### config.mk
export PLATFORM = sky130hd
export DESIGN_NAME = mm_systolic_sequencer_flat
export DESIGN_NICKNAME = d
export VERILOG_FILES = /design/src/rtl/mm_systolic_sequencer_if.sv /design/src/rtl/mm_systolic_sequencer.sv /design/src/flat_wrapper.sv
export SDC_FILE = /design/constraint.sdc
export NUM_CORES = 1
export LEC_CHECK = 0
export ABC_CLOCK_PERIOD_IN_PS = 5110
export CAP_MARGIN = 20
export CORE_MARGIN = 1
export CORE_UTILIZATION = 25
export DETAILED_ROUTE_END_ITERATION = 8
export MAX_ROUTING_LAYER = met4
export PLACE_DENSITY = 0.52
export SETUP_SLACK_MARGIN = 0.02
export SYNTH_ARGS = -nofsm -noshare
export SYNTH_HDL_FRONTEND = slang
export SYNTH_SLANG_ARGS = --single-unit
### constraint.sdc
create_clock -name clk -period 5.11 [get_ports clk]
set_clock_uncertainty 0.15 [all_clocks]
set_input_delay 0.7665 -clock clk [delete_from_list [all_inputs] [get_ports clk]]
set_output_delay 0.7665 -clock clk [all_outputs]
set_load 0.005 [all_outputs]
### src/rtl/mm_systolic_sequencer_if.sv
// Bus between the matmul top level, the sequencer and the 3x3 PE grid.
// Master side drives operands and the PE results; slave is the sequencer.
interface mm_systolic_sequencer_if #(
    parameter int DW = 8
);
    logic            start;
    logic [9*DW-1:0] a_mat;
    logic [9*DW-1:0] b_mat;
    logic [9*DW-1:0] c_in;
    logic [DW-1:0]   a_feed0;
    logic [DW-1:0]   a_feed1;
    logic [DW-1:0]   a_feed2;
    logic [DW-1:0]   b_feed0;
    logic [DW-1:0]   b_feed1;
    logic [DW-1:0]   b_feed2;
    logic            pe_clear;
    logic            pe_en;
    logic [9*DW-1:0] c_mat;
    logic            busy;
    logic            done;

    modport master (
        output start, a_mat, b_mat, c_in,
        input  a_feed0, a_feed1, a_feed2,
        input  b_feed0, b_feed1, b_feed2,
        input  pe_clear, pe_en, c_mat, busy, done
    );

    modport slave (
        input  start, a_mat, b_mat, c_in,
        output a_feed0, a_feed1, a_feed2,
        output b_feed0, b_feed1, b_feed2,
        output pe_clear, pe_en, c_mat, busy, done
    );
endinterface

### src/rtl/mm_systolic_sequencer.sv
// Sequences one 3x3 product through the output-stationary PE array.
// Skews operands onto the array edges, drains, captures C, signals done.
module mm_systolic_sequencer #(
    parameter int PE_LAT = 1,
    parameter int DW     = 8
) (
    input logic                   clk,
    input logic                   reset,
    mm_systolic_sequencer_if.slave bus
);
    typedef enum logic [2:0] {
        S_IDLE,
        S_LOAD,
        S_FEED,
        S_DRAIN,
        S_CAPTURE,
        S_DONE
    } state_t;

    // DRAIN runs for t = 0 .. PE_LAT+1, i.e. 2+PE_LAT cycles.
    localparam logic [2:0] DRAIN_LAST = 3'(PE_LAT + 1);
    localparam logic [2:0] FEED_LAST  = 3'd4;

    state_t                 state;
    logic [2:0]             t;
    logic [9*DW-1:0]        a_q;
    logic [9*DW-1:0]        b_q;
    logic [2:0][DW-1:0]     a_f;
    logic [2:0][DW-1:0]     b_f;
    logic [9*DW-1:0]        c_q;
    logic                   clr_q;
    logic                   en_q;
    logic                   busy_q;
    logic                   done_q;

    // Row i at step tt carries a[i][tt-i]; zero outside the 3-wide window.
    function automatic logic [DW-1:0] a_sel(
        input logic [9*DW-1:0] m,
        input logic [2:0]      tt,
        input int              i
    );
        int k;
        k = int'(tt) - i;
        if (k >= 0 && k <= 2)
            return m[DW*(3*i+k) +: DW];
        return '0;
    endfunction

    // Column j at step tt carries b[tt-j][j]; zero outside the window.
    function automatic logic [DW-1:0] b_sel(
        input logic [9*DW-1:0] m,
        input logic [2:0]      tt,
        input int              j
    );
        int k;
        k = int'(tt) - j;
        if (k >= 0 && k <= 2)
            return m[DW*(3*k+j) +: DW];
        return '0;
    endfunction

    // Control FSM; every output is a register updated with the state.
    always_ff @(posedge clk or negedge reset) begin
        if (!reset) begin
            state  <= S_IDLE;
            t      <= '0;
            a_q    <= '0;
            b_q    <= '0;
            a_f    <= '0;
            b_f    <= '0;
            c_q    <= '0;
            clr_q  <= 1'b0;
            en_q   <= 1'b0;
            busy_q <= 1'b0;
            done_q <= 1'b0;
        end else begin
            unique case (state)
                S_IDLE: begin
                    if (bus.start) begin
                        state  <= S_LOAD;
                        a_q    <= bus.a_mat;
                        b_q    <= bus.b_mat;
                        clr_q  <= 1'b1;
                        busy_q <= 1'b1;
                    end
                end
                S_LOAD: begin
                    state <= S_FEED;
                    t     <= '0;
                    clr_q <= 1'b0;
                    en_q  <= 1'b1;
                    for (int i = 0; i < 3; i++) begin
                        a_f[i] <= a_sel(a_q, 3'd0, i);
                        b_f[i] <= b_sel(b_q, 3'd0, i);
                    end
                end
                S_FEED: begin
                    if (t == FEED_LAST) begin
                        state <= S_DRAIN;
                        t     <= '0;
                        a_f   <= '0;
                        b_f   <= '0;
                    end else begin
                        t <= t + 3'd1;
                        for (int i = 0; i < 3; i++) begin
                            a_f[i] <= a_sel(a_q, t + 3'd1, i);
                            b_f[i] <= b_sel(b_q, t + 3'd1, i);
                        end
                    end
                end
                S_DRAIN: begin
                    if (t == DRAIN_LAST) begin
                        state <= S_CAPTURE;
                        t     <= '0;
                        en_q  <= 1'b0;
                    end else begin
                        t <= t + 3'd1;
                    end
                end
                S_CAPTURE: begin
                    state  <= S_DONE;
                    c_q    <= bus.c_in;
                    busy_q <= 1'b0;
                    done_q <= 1'b1;
                end
                S_DONE: begin
                    if (!bus.start) begin
                        state  <= S_IDLE;
                        done_q <= 1'b0;
                    end
                end
                default: state <= S_IDLE;
            endcase
        end
    end

    assign bus.a_feed0  = a_f[0];
    assign bus.a_feed1  = a_f[1];
    assign bus.a_feed2  = a_f[2];
    assign bus.b_feed0  = b_f[0];
    assign bus.b_feed1  = b_f[1];
    assign bus.b_feed2  = b_f[2];
    assign bus.pe_clear = clr_q;
    assign bus.pe_en    = en_q;
    assign bus.c_mat    = c_q;
    assign bus.busy     = busy_q;
    assign bus.done     = done_q;
endmodule

### src/flat_wrapper.sv
// flat-port wrapper written by rule: the top's interface ports become plain ports
module mm_systolic_sequencer_flat 
#(
    parameter int PE_LAT = 1,
    parameter int DW     = 8
)
  (clk, reset, bus_start, bus_a_mat, bus_b_mat, bus_c_in, bus_a_feed0, bus_a_feed1, bus_a_feed2, bus_b_feed0, bus_b_feed1, bus_b_feed2, bus_pe_clear, bus_pe_en, bus_c_mat, bus_busy, bus_done);
  mm_systolic_sequencer_if #(.DW(DW)) bus_i ();
  input logic clk;
  input logic reset;
  input wire logic [$bits(bus_i.start)-1:0] bus_start;
  input wire logic [$bits(bus_i.a_mat)-1:0] bus_a_mat;
  input wire logic [$bits(bus_i.b_mat)-1:0] bus_b_mat;
  input wire logic [$bits(bus_i.c_in)-1:0] bus_c_in;
  output wire logic [$bits(bus_i.a_feed0)-1:0] bus_a_feed0;
  output wire logic [$bits(bus_i.a_feed1)-1:0] bus_a_feed1;
  output wire logic [$bits(bus_i.a_feed2)-1:0] bus_a_feed2;
  output wire logic [$bits(bus_i.b_feed0)-1:0] bus_b_feed0;
  output wire logic [$bits(bus_i.b_feed1)-1:0] bus_b_feed1;
  output wire logic [$bits(bus_i.b_feed2)-1:0] bus_b_feed2;
  output wire logic [$bits(bus_i.pe_clear)-1:0] bus_pe_clear;
  output wire logic [$bits(bus_i.pe_en)-1:0] bus_pe_en;
  output wire logic [$bits(bus_i.c_mat)-1:0] bus_c_mat;
  output wire logic [$bits(bus_i.busy)-1:0] bus_busy;
  output wire logic [$bits(bus_i.done)-1:0] bus_done;
  assign bus_i.start = bus_start;
  assign bus_i.a_mat = bus_a_mat;
  assign bus_i.b_mat = bus_b_mat;
  assign bus_i.c_in = bus_c_in;
  assign bus_a_feed0 = bus_i.a_feed0;
  assign bus_a_feed1 = bus_i.a_feed1;
  assign bus_a_feed2 = bus_i.a_feed2;
  assign bus_b_feed0 = bus_i.b_feed0;
  assign bus_b_feed1 = bus_i.b_feed1;
  assign bus_b_feed2 = bus_i.b_feed2;
  assign bus_pe_clear = bus_i.pe_clear;
  assign bus_pe_en = bus_i.pe_en;
  assign bus_c_mat = bus_i.c_mat;
  assign bus_busy = bus_i.busy;
  assign bus_done = bus_i.done;
  mm_systolic_sequencer #(.PE_LAT(PE_LAT), .DW(DW)) u_core (.clk(clk), .reset(reset), .bus(bus_i));
endmodule
==> run summary <==
Max FO, Critical Path: 68
Crit start category: flop
Most used cell along the critical path: ha_1
Critical path data required time: 5.43 ns
HP Class: input port to async pin
GRT Overall Usage: 0.1633
Most common cell after layout, fill and taps aside: clkdlybuf4s50_1
Hold buffers post-CTS: 0
Worst VDD drop: 0.4301 mV
Nets: 1611
Placer Congestion: 0.8951
Clock power share: 0.171
RSZ-0062 raised after global routing: no
Clk buf depth: 3
Seq cells post-synth: 274
Die ar.: 55040 sq um
CP Class: flop to flop
Htree depth: 2
Clk_lat worst skew: 0.53 ns
Ys Warns: 0
Post-cts sizing count: 0
Flop pwr share: 0.293
Synthesized area: 13530 sq um
Post-synth EDFFs: 0
Total congestion overflow: 0
Initial Util: 0.2553
Post-route setup slack: 0.9170 ns
Placed cell area: 17650 sq um
Mapped Cells: 1050
Share of cells above drive strength 1: 0.2382
Setup TNS: 0 ns
Vias/cell: 4.749
# Post-CTS Setup Buffers: 0
Most frequent cells in the layout: clkdlybuf4s50_1, dfrtp_1, mux2_2
Sw Ratio: 0.3956
DRT iter0 DRCs: 503
Max Cap Violations: 0
P_sw: 5.643 mW
Antenna-violating nets left: 0
Post-synthesis async set-or-reset flop share: 1.000
Register area share after synthesis: 0.5069
P_int: 8.622 mW
CP max stage cell: dfrtp_4
Largest stage delay on the critical path: 0.92 ns
Area of the core: 52970 sq um
Worst-margin pin slew: 1.087 ns
Count of cell types in the netlist: 57
Worst EP arrival: 4.52 ns
Final period util: 0.8205
Layout area overhead: 39.04%
Vias after detailed routing: 9969
DRT Wirelength: 44050 um
Final Cell Area: 18810 sq um
TritonCTS clock tree: yes
Cell Count Post-Placement: 2024
Global-route wire length before repair: 66010 um
Synth Flop Type: dfrtp_1
Util after Layout: 0.3550
Root Driver: clkbuf_16
DP HPWL: 32540 um
Status: finished clean
Syn_nets: 1289
Syn Area/Cell: 12.88 sq um
DRC: 0
CTS Buf Count: 34
Port bufs: 342
Final Hold Fails: 0
Pwr/cell area: 758.5 nW/um^2
DRT Pass-1 Iters: 5
Count of pins over their slew limit: 0
Die Width: 234.6 um
Static Leak: 7.641 nW
Slew HR: 0.2752
Antenna violations before repair: 17
Clock sink total: 274
Clk pin slew, worst setup/hold paths: 0.06 ns
Final std cells w/o fill: 2099
Setup WS pre-CTS: 0.9370 ns
Post-layout min period: 4.193 ns
Max Fclk: 238.5 MHz
Critical path cell sequence: inv_1, ha_2, xor2_1, ha_1, ha_1, or3_1, a211oi_1, o2bb2ai_1, a22o_1
Setup violators final: 0
CP Capture Type: flop
Cell Rows: 84
IO Pins: 343
Comb pwr share: 0.536
WL per Instance: 20.99 um
Number of global-route vias before repair: 10470
Die Y: 234.6 um
Largest net degree at the start of global routing: 129
==> worst max-delay path: cells and delay by family (launching register included) <==
kind                       cells  cell delay, ns
AOI/OAI and AO/OA              3            1.04
DFF                            1            0.92
xor gates and xnor gates       1            0.33
adders and majority gates      3            1.13
buffers and inverters          1            0.15
and+or+nand+nor                1            0.39
==> kinds of logic (layout without fill, tap and decap cells) <==
kind of cell    count (synthesis)  in the layout  synth area share
xor+xnor                       10             10          0.007586
simple gates                  148            148           0.05467
buf+inv                        91            435           0.03117
mux                           295            295            0.2726
compound gates                212            212            0.1085
flops                         274            274            0.5069
fa+ha+maj                      20             20           0.01850
other cells                     0             17                 0
==> metal layers <==
metal	GRT usage	routed length, um	up-vias
li1	-	-	4551
met1	0.2071	19070	4988
met4	0.04964	901	0
met2	0.2482	20220	365
met5	-	0	-
met3	0.05087	3861	65
==> path summary, 6_finish.rpt <==
kind | to | cells past startpoint | slack [ns] | startpoint
max | u_core.bus.b_feed1[3]$_DFFE_PN0P_ | 9 | 0.92 | u_core.t[0]$_DFFE_PN0P_
min | u_core.b_q[18]$_DFFE_PN0P_ | 1 | 0.08 | reset
max reg2reg | u_core.bus.b_feed1[3]$_DFFE_PN0P_ | 9 | 0.92 | u_core.t[0]$_DFFE_PN0P_
min reg2reg | u_core.bus.pe_clear$_DFFE_PN0P_ | 1 | 0.33 | u_core.bus.pe_clear$_DFFE_PN0P_
max in group asynchronous | u_core.a_q[53]$_DFFE_PN0P_ | 2 | 3.57 | reset
min in group clk | u_core.bus.pe_clear$_DFFE_PN0P_ | 1 | 0.33 | u_core.bus.pe_clear$_DFFE_PN0P_
==> state kept, by name (all words and copies together), names as in the netlist, 3 cells and up <==
register / count
u_core.bus.a_feed1: 8
u_core.bus.b_feed1: 8
u_core.t: 3
u_core.bus.b_feed0: 8
u_core.state: 3
u_core.bus.c_mat: 72
u_core.bus.b_feed2: 8
u_core.bus.a_feed0: 8
u_core.a_q: 72
u_core.bus.a_feed2: 8
u_core.b_q: 72
==> final cells by class <==
class                      instances  area [sq um]
fill                            5262         34170
sequential                       274          6860
multi-input combinational        685          6274
timing repair buffer             358          3586
clock buffer                      48         977.2
tap                              688         860.8
clock inverter                    10         133.9
inverter                          19         71.32
antenna                           17         42.54
==> cells in the mapped netlist, drive strengths merged (2+ instances only) <==
cell type / count / area (sq um)
a31oi: 8 / 50.05
o21bai: 2 / 15.01
nand2b: 13 / 81.33
o21ai: 66 / 330.3
nand3: 10 / 50.05
a21o: 3 / 22.52
and2: 3 / 18.77
o31ai: 7 / 52.55
dfrtp: 274 / 6857
o21a: 16 / 120.1
or2: 2 / 12.51
clkbuf: 17 / 63.81
ha: 20 / 250.2
a22o: 24 / 210.2
o32ai: 8 / 70.07
buf: 55 / 286.5
nor2b: 13 / 81.33
xor2: 5 / 58.81
o2bb2ai: 8 / 70.07
mux2i: 41 / 410.4
nor2: 30 / 112.6
mux2: 217 / 2444
nor3b: 11 / 93.84
a211oi: 9 / 67.56
or3b: 3 / 26.28
a21boi: 12 / 101.4
inv: 19 / 71.31
o22a: 8 / 70.07
o211ai: 2 / 15.01
a22oi: 16 / 120.1
mux4: 37 / 833.3
nand2: 55 / 206.5
a21oi: 19 / 106.4
nand4: 2 / 12.51
xnor2: 5 / 43.79
==> power by group through the flow <==
stage,Clock (mW),Combinational (mW),Sequential [mW]
2_1_floorplan,0,5.20,3.77
3_3_place_gp,0,7.54,4.18
3_5_place_dp,0,7.64,4.20
4_1_cts,2.54,7.67,4.18
5_1_grt,2.60,8.29,4.33
6_report,2.44,7.65,4.17
==> through the flow <==
step | power, mW | hold slack [ns]
CTS | 14.39 | 0.09050
global route | 15.21 | 0.1244
global placement | 11.72 | 0.3118
detailed placement | 11.85 | 0.3286
finish | 14.26 | 0.08352
floorplan | 8.973 | 0.3173
(Power assumes the default switching activity.)
